File: config.mk
export PLATFORM = sky130hd
export DESIGN_NAME = dt_sti_loader
export DESIGN_NICKNAME = d
export VERILOG_FILES = /design/src/rtl/dt_sti_loader.sv
export SDC_FILE = /design/constraint.sdc
export NUM_CORES = 1
export LEC_CHECK = 0
export ABC_AREA = 0
export CORE_MARGIN = 5
export CORE_UTILIZATION = 50
export CTS_BUF_LIST = sky130_fd_sc_hd__clkbuf_8
export CTS_CLUSTER_DIAMETER = 60
export DETAILED_ROUTE_END_ITERATION = 8
export PLACE_DENSITY = 0.75
export SYNTH_ARGS = -nofsm -noshare
export SYNTH_HDL_FRONTEND = slang
export SYNTH_SLANG_ARGS = --single-unit
File: constraint.sdc
create_clock -name clk -period 1.8 [get_ports clk]
set_input_delay 0.18 -clock clk [delete_from_list [all_inputs] [get_ports clk]]
set_output_delay 0.18 -clock clk [all_outputs]
set_load 0.02 [all_outputs]
File: src/rtl/dt_sti_loader.sv
// dt_sti_loader: packs a serial binary-image pixel stream into sti memory words, then starts the DT engine and waits for done.
module dt_sti_loader #(
  parameter int IMG_W  = 128,
  parameter int IMG_H  = 128,
  parameter int WORD_W = 16,
  parameter int ADDR_W = 10
) (
  input  logic              clk,
  input  logic              reset,
  input  logic              pix_valid,
  output logic              pix_ready,
  input  logic              pix_data,
  input  logic              pix_last,
  output logic              sti_wr,
  output logic [ADDR_W-1:0] sti_waddr,
  output logic [WORD_W-1:0] sti_do,
  output logic              dt_start,
  input  logic              dt_done,
  output logic              busy,
  output logic              border_err,
  output logic              frame_err
);
  localparam int CW = $clog2(IMG_W * IMG_H);
  localparam int XW = $clog2(IMG_W);
  localparam int YW = CW - XW;
  localparam int BW = $clog2(WORD_W);
  typedef enum logic [2:0] {IDLE, ACCUM, WRITE, ZFILL, START, WAIT} state_t;
  state_t state;
  logic [CW-1:0] pix_cnt;
  logic [WORD_W-1:0] shreg;
  logic early;
  logic take, on_border, last_word, final_pix;
  logic [XW-1:0] col;
  logic [YW-1:0] row;
  logic [BW-1:0] bit_pos;
  logic [WORD_W-1:0] packed_word;
  // Held low during reset so every output reads 0 while reset is asserted.
  assign pix_ready = reset && (state == IDLE || state == ACCUM);
  assign take = pix_valid && pix_ready;
  assign col = pix_cnt[XW-1:0];
  assign row = pix_cnt[CW-1:XW];
  assign bit_pos = pix_cnt[BW-1:0];
  assign on_border = row == '0 || row == '1 || col == '0 || col == '1;
  assign last_word = &bit_pos;
  assign final_pix = &pix_cnt;
  assign packed_word = shreg | (WORD_W'(pix_data) << bit_pos);
  always_ff @(posedge clk or negedge reset) begin
    if (!reset) begin
      state      <= IDLE;
      pix_cnt    <= '0;
      shreg      <= '0;
      early      <= 1'b0;
      sti_wr     <= 1'b0;
      sti_waddr  <= '0;
      sti_do     <= '0;
      dt_start   <= 1'b0;
      busy       <= 1'b0;
      border_err <= 1'b0;
      frame_err  <= 1'b0;
    end else begin
      case (state)
        IDLE, ACCUM: if (take) begin
          busy       <= 1'b1;
          pix_cnt    <= pix_cnt + 1'b1;
          border_err <= (state == ACCUM && border_err) || (pix_data && on_border);
          frame_err  <= (state == ACCUM && frame_err) || (pix_last != final_pix);
          early      <= pix_last && !final_pix;
          if (last_word || pix_last) begin
            sti_wr    <= 1'b1;
            sti_waddr <= ADDR_W'(pix_cnt >> BW);
            sti_do    <= packed_word;
            state     <= WRITE;
          end else begin
            shreg <= packed_word;
            state <= ACCUM;
          end
        end
        WRITE: begin
          shreg <= '0;
          if (&sti_waddr) begin
            sti_wr   <= 1'b0;
            dt_start <= 1'b1;
            state    <= START;
          end else if (early) begin
            sti_waddr <= sti_waddr + 1'b1;
            sti_do    <= '0;
            state     <= ZFILL;
          end else begin
            sti_wr <= 1'b0;
            state  <= ACCUM;
          end
        end
        ZFILL: if (&sti_waddr) begin
          sti_wr   <= 1'b0;
          dt_start <= 1'b1;
          state    <= START;
        end else sti_waddr <= sti_waddr + 1'b1;
        START: begin
          dt_start <= 1'b0;
          state    <= WAIT;
        end
        WAIT: if (dt_done) begin
          busy    <= 1'b0;
          pix_cnt <= '0;
          early   <= 1'b0;
          state   <= IDLE;
        end
        default: state <= IDLE;
      endcase
    end
  end
endmodule

==> results.md <==
* # rows at 29
* Fin nets at 433
* Crit path top cell by count: a21oi_1
* Fmax at 553 MHz
* I/O Buffers at 37
* Die H at 91.0 um
* Post-synthesis sequential area ratio at 49.6%
* All-layer global routing usage at 20.7%
* Avg Inst Size Synth at 9.17 sq um
* Final Critical Period at 1810 ps
* Core Util, Final at 66.3%
* Critical path required time at 2080 ps
* Final antenna-violating net count at 0
* Avg Vias per Cell at 6.05
* Worst slew margin at 51.3%
* CTS tree: built
* Final Setup Violations at 1
* Grt ovf at 0
* Worst EP arrival at 2090 ps
* Vias in the first global route at 2750
* EDFF count, synth at 0
* Clock-pin slew on the worst setup and hold paths at 80 ps
* WL per Instance at 17.6 um
* Status: complete, but fails checks
* Crit path cell chain: ha_4 -> and3_4 -> a41o_1 -> o21ai_4 -> clkbuf_16 -> a21oi_1 -> a21oi_1
* Final HPWL DP at 5.74 mm
* Met3 usage at 2.64%
* Die Area at 8280 sq um
* Flip-flop and latch count after synthesis at 65
* H-Tree Depth at 3
* DRC viols at 0
* Fin. max-slew vios at 0
* Die Width at 91.0 um
* Critical path's slowest cell: dfrtp_1
* Worst min-delay path class: primary input to async pin
* Worst Path Class, Setup: flip-flop to flip-flop
* Crit path max-delay family: compound AO/OA/AOI/OAI gates
* Core area at 6350 sq um
* Dpl cell area at 3860 sq um
* Critical path capture point type: flip-flop
* Starting Density at 51.7%
* Ys async rst share at 100%
* Max Cap Violations at 0
* I/O Pins at 38
* Leakage Power at 0.00186 uW
* Drt total wl at 8.90 mm
* Clk buf depth at 2
* Cells after synthesis at 358
* Leading cell type in the layout, fill and taps excluded: dfrtp_1
* Post-Syn Area at 3280 sq um
* DR pass1 iterations at 5
* Placed Cells at 481
* Clock sinks at 65
* First-pass GRT wire length at 14.0 mm
* CTS Buf Count at 9
* Buf/Inv on CP at 1
* Initial antenna violation count at 0
* Most used DFF post-synth: dfrtp_1
* RSZ-0062 raised after global routing: yes
* Startpoint Class: flip-flop
* Max Clock Skew at 8.00 ps
* Pin count of the biggest net entering global routing at 58
* Crit share post-route at 100%
* Antenna cells at 0
* GR peak layer: met1
* Synthesized net count at 368
* Failing checks: negative setup slack
* Pre-CTS setup slack at 28.0 ps
* M1 GR Usage at 30.9%
* Max incr delay on CP at 440 ps
* GR Util met2 at 30.5%
* Most frequent cells in the layout: dfrtp_1, a21oi_1, o21ai_0
* Root buffer cell: clkbuf_8
* Worst Max-Slew Pin Slew at 731 ps
* Cell Count, Final, Fillers Out at 505
* Distinct cells, synth at 50
* Worst-Skew Late Latency at 350 ps
* GP Congestion at 0.843
* Final setup TNS at -7.82 ps
* Synth warnings at 0
* Synth-to-layout area growth at 28.3%
* DRT iter0 DRCs at 297
* Final Hold Vio Count at 0
* Finished Cell Area at 4210 sq um
* Share of layout cells above drive strength 1 at 17.3%
* Via Count at 3055
* Max IR drop VDD at 1.08 mV
* Critical Path Fanout Max at 6
* Post-route setup slack at -7.82 ps
* Cell Pwr Density at 1520 nW/um^2
sequential cells by signal (all words and copies together) (netlist names):
register and flops:
shreg 16, sti_do 16, pix_cnt 14, sti_waddr 10
state 3, border_err 1, busy 1, dt_start 1
early 1, frame_err 1, sti_wr 1
layout make-up:
class	count	area (sq um)
Sequential cell	65	1630
Tap cell	77	96.3
Clock inverter	7	95.1
Multi-Input combinational cell	266	1530
Clock buffer	9	124
Fill cell	483	2140
Timing Repair Buffer	75	713
Inverter	6	22.5
cells by family (layout without fill, tap and decap cells):
group           after synthesis  count (layout)  share of synthesized area, %
flops                        65              65                          49.6
compound gates              129             129                          22.9
simple gates                132             132                          21.1
mux                           1               1                         0.305
fa+ha+maj                     4               4                          1.53
buf+inv                      27              97                          4.65
worst reg2reg max path: stages, from the launching register on:
cell and delay [ps]:
dfrtp_1 440, ha_4 200, and3_4 180, a41o_1 220, o21ai_4 310, clkbuf_16 210
a21oi_1 60, a21oi_1 130
metal layers:
| metal | vias up | routed length, um |
|---|---|---|
| met2 | 113 | 4190 |
| met4 | 0 | 134 |
| met1 | 1517 | 4020 |
| met3 | 17 | 545 |
| li1 | 1408 | - |
| met5 | - | 0 |
through the flow:
step	total power (uW)	hold slack, ps
after floorplan	3680	-116
after global placement	4670	194
after detailed placement	4750	201
after CTS	6140	358
after global routing	6770	388
final	6420	368
cell usage after synthesis (2+ instances only):
cell | n | area share (%)
nor2_1 | 32 | 3.7
buf_2 | 10 | 1.5
nand3_1 | 13 | 2.0
buf_4 | 2 | 0.46
dfrtp_1 | 65 | 50
nand4_1 | 7 | 1.3
o41ai_1 | 2 | 0.53
o22ai_1 | 3 | 0.57
a22o_1 | 2 | 0.53
buf_6 | 4 | 1.4
inv_1 | 6 | 0.69
a31oi_1 | 4 | 0.76
a21oi_1 | 53 | 8.1
clkbuf_1 | 4 | 0.46
o21ai_0 | 47 | 7.2
and2_1 | 7 | 1.3
nor3_1 | 2 | 0.31
or2_2 | 2 | 0.38
o21ai_1 | 6 | 0.92
nand2_1 | 45 | 5.1
nor2b_4 | 3 | 1.3
and3_1 | 7 | 1.3
a21o_1 | 2 | 0.46
ha_1 | 4 | 1.5
path summary, 6_finish.rpt:
kind	startpoint	endpoint	slack [ps]	cells after the start
min in group clk	sti_do[7]	sti_do[7]	480	2
max in group asynchronous	reset	sti_waddr[0]	680	3
max	sti_waddr[1]	sti_waddr[4]	-8	7
max reg2reg	sti_waddr[1]	sti_waddr[4]	-8	7
min	reset	sti_do[0]	370	3
min reg2reg	sti_do[7]	sti_do[7]	480	2
power by group:
part           switching, uW  leakage [uW]  internal [uW]  total [uW]
sequential               345      0.000861           1820        2160
clock                    627      0.000109            779        1410
combinational           1570      0.000886           1280        2850
total                   2540       0.00186           3870        6420
timing repair:
item	CTS	global route
pin swaps	0	4
setup endpoints to repair	1	31
buffers inserted	0	5
hold endpoints to repair	8	0
gates cloned	0	2
hold buffers	1	0
gates resized for setup	1	7
Power figures use the tool's default switching activity.
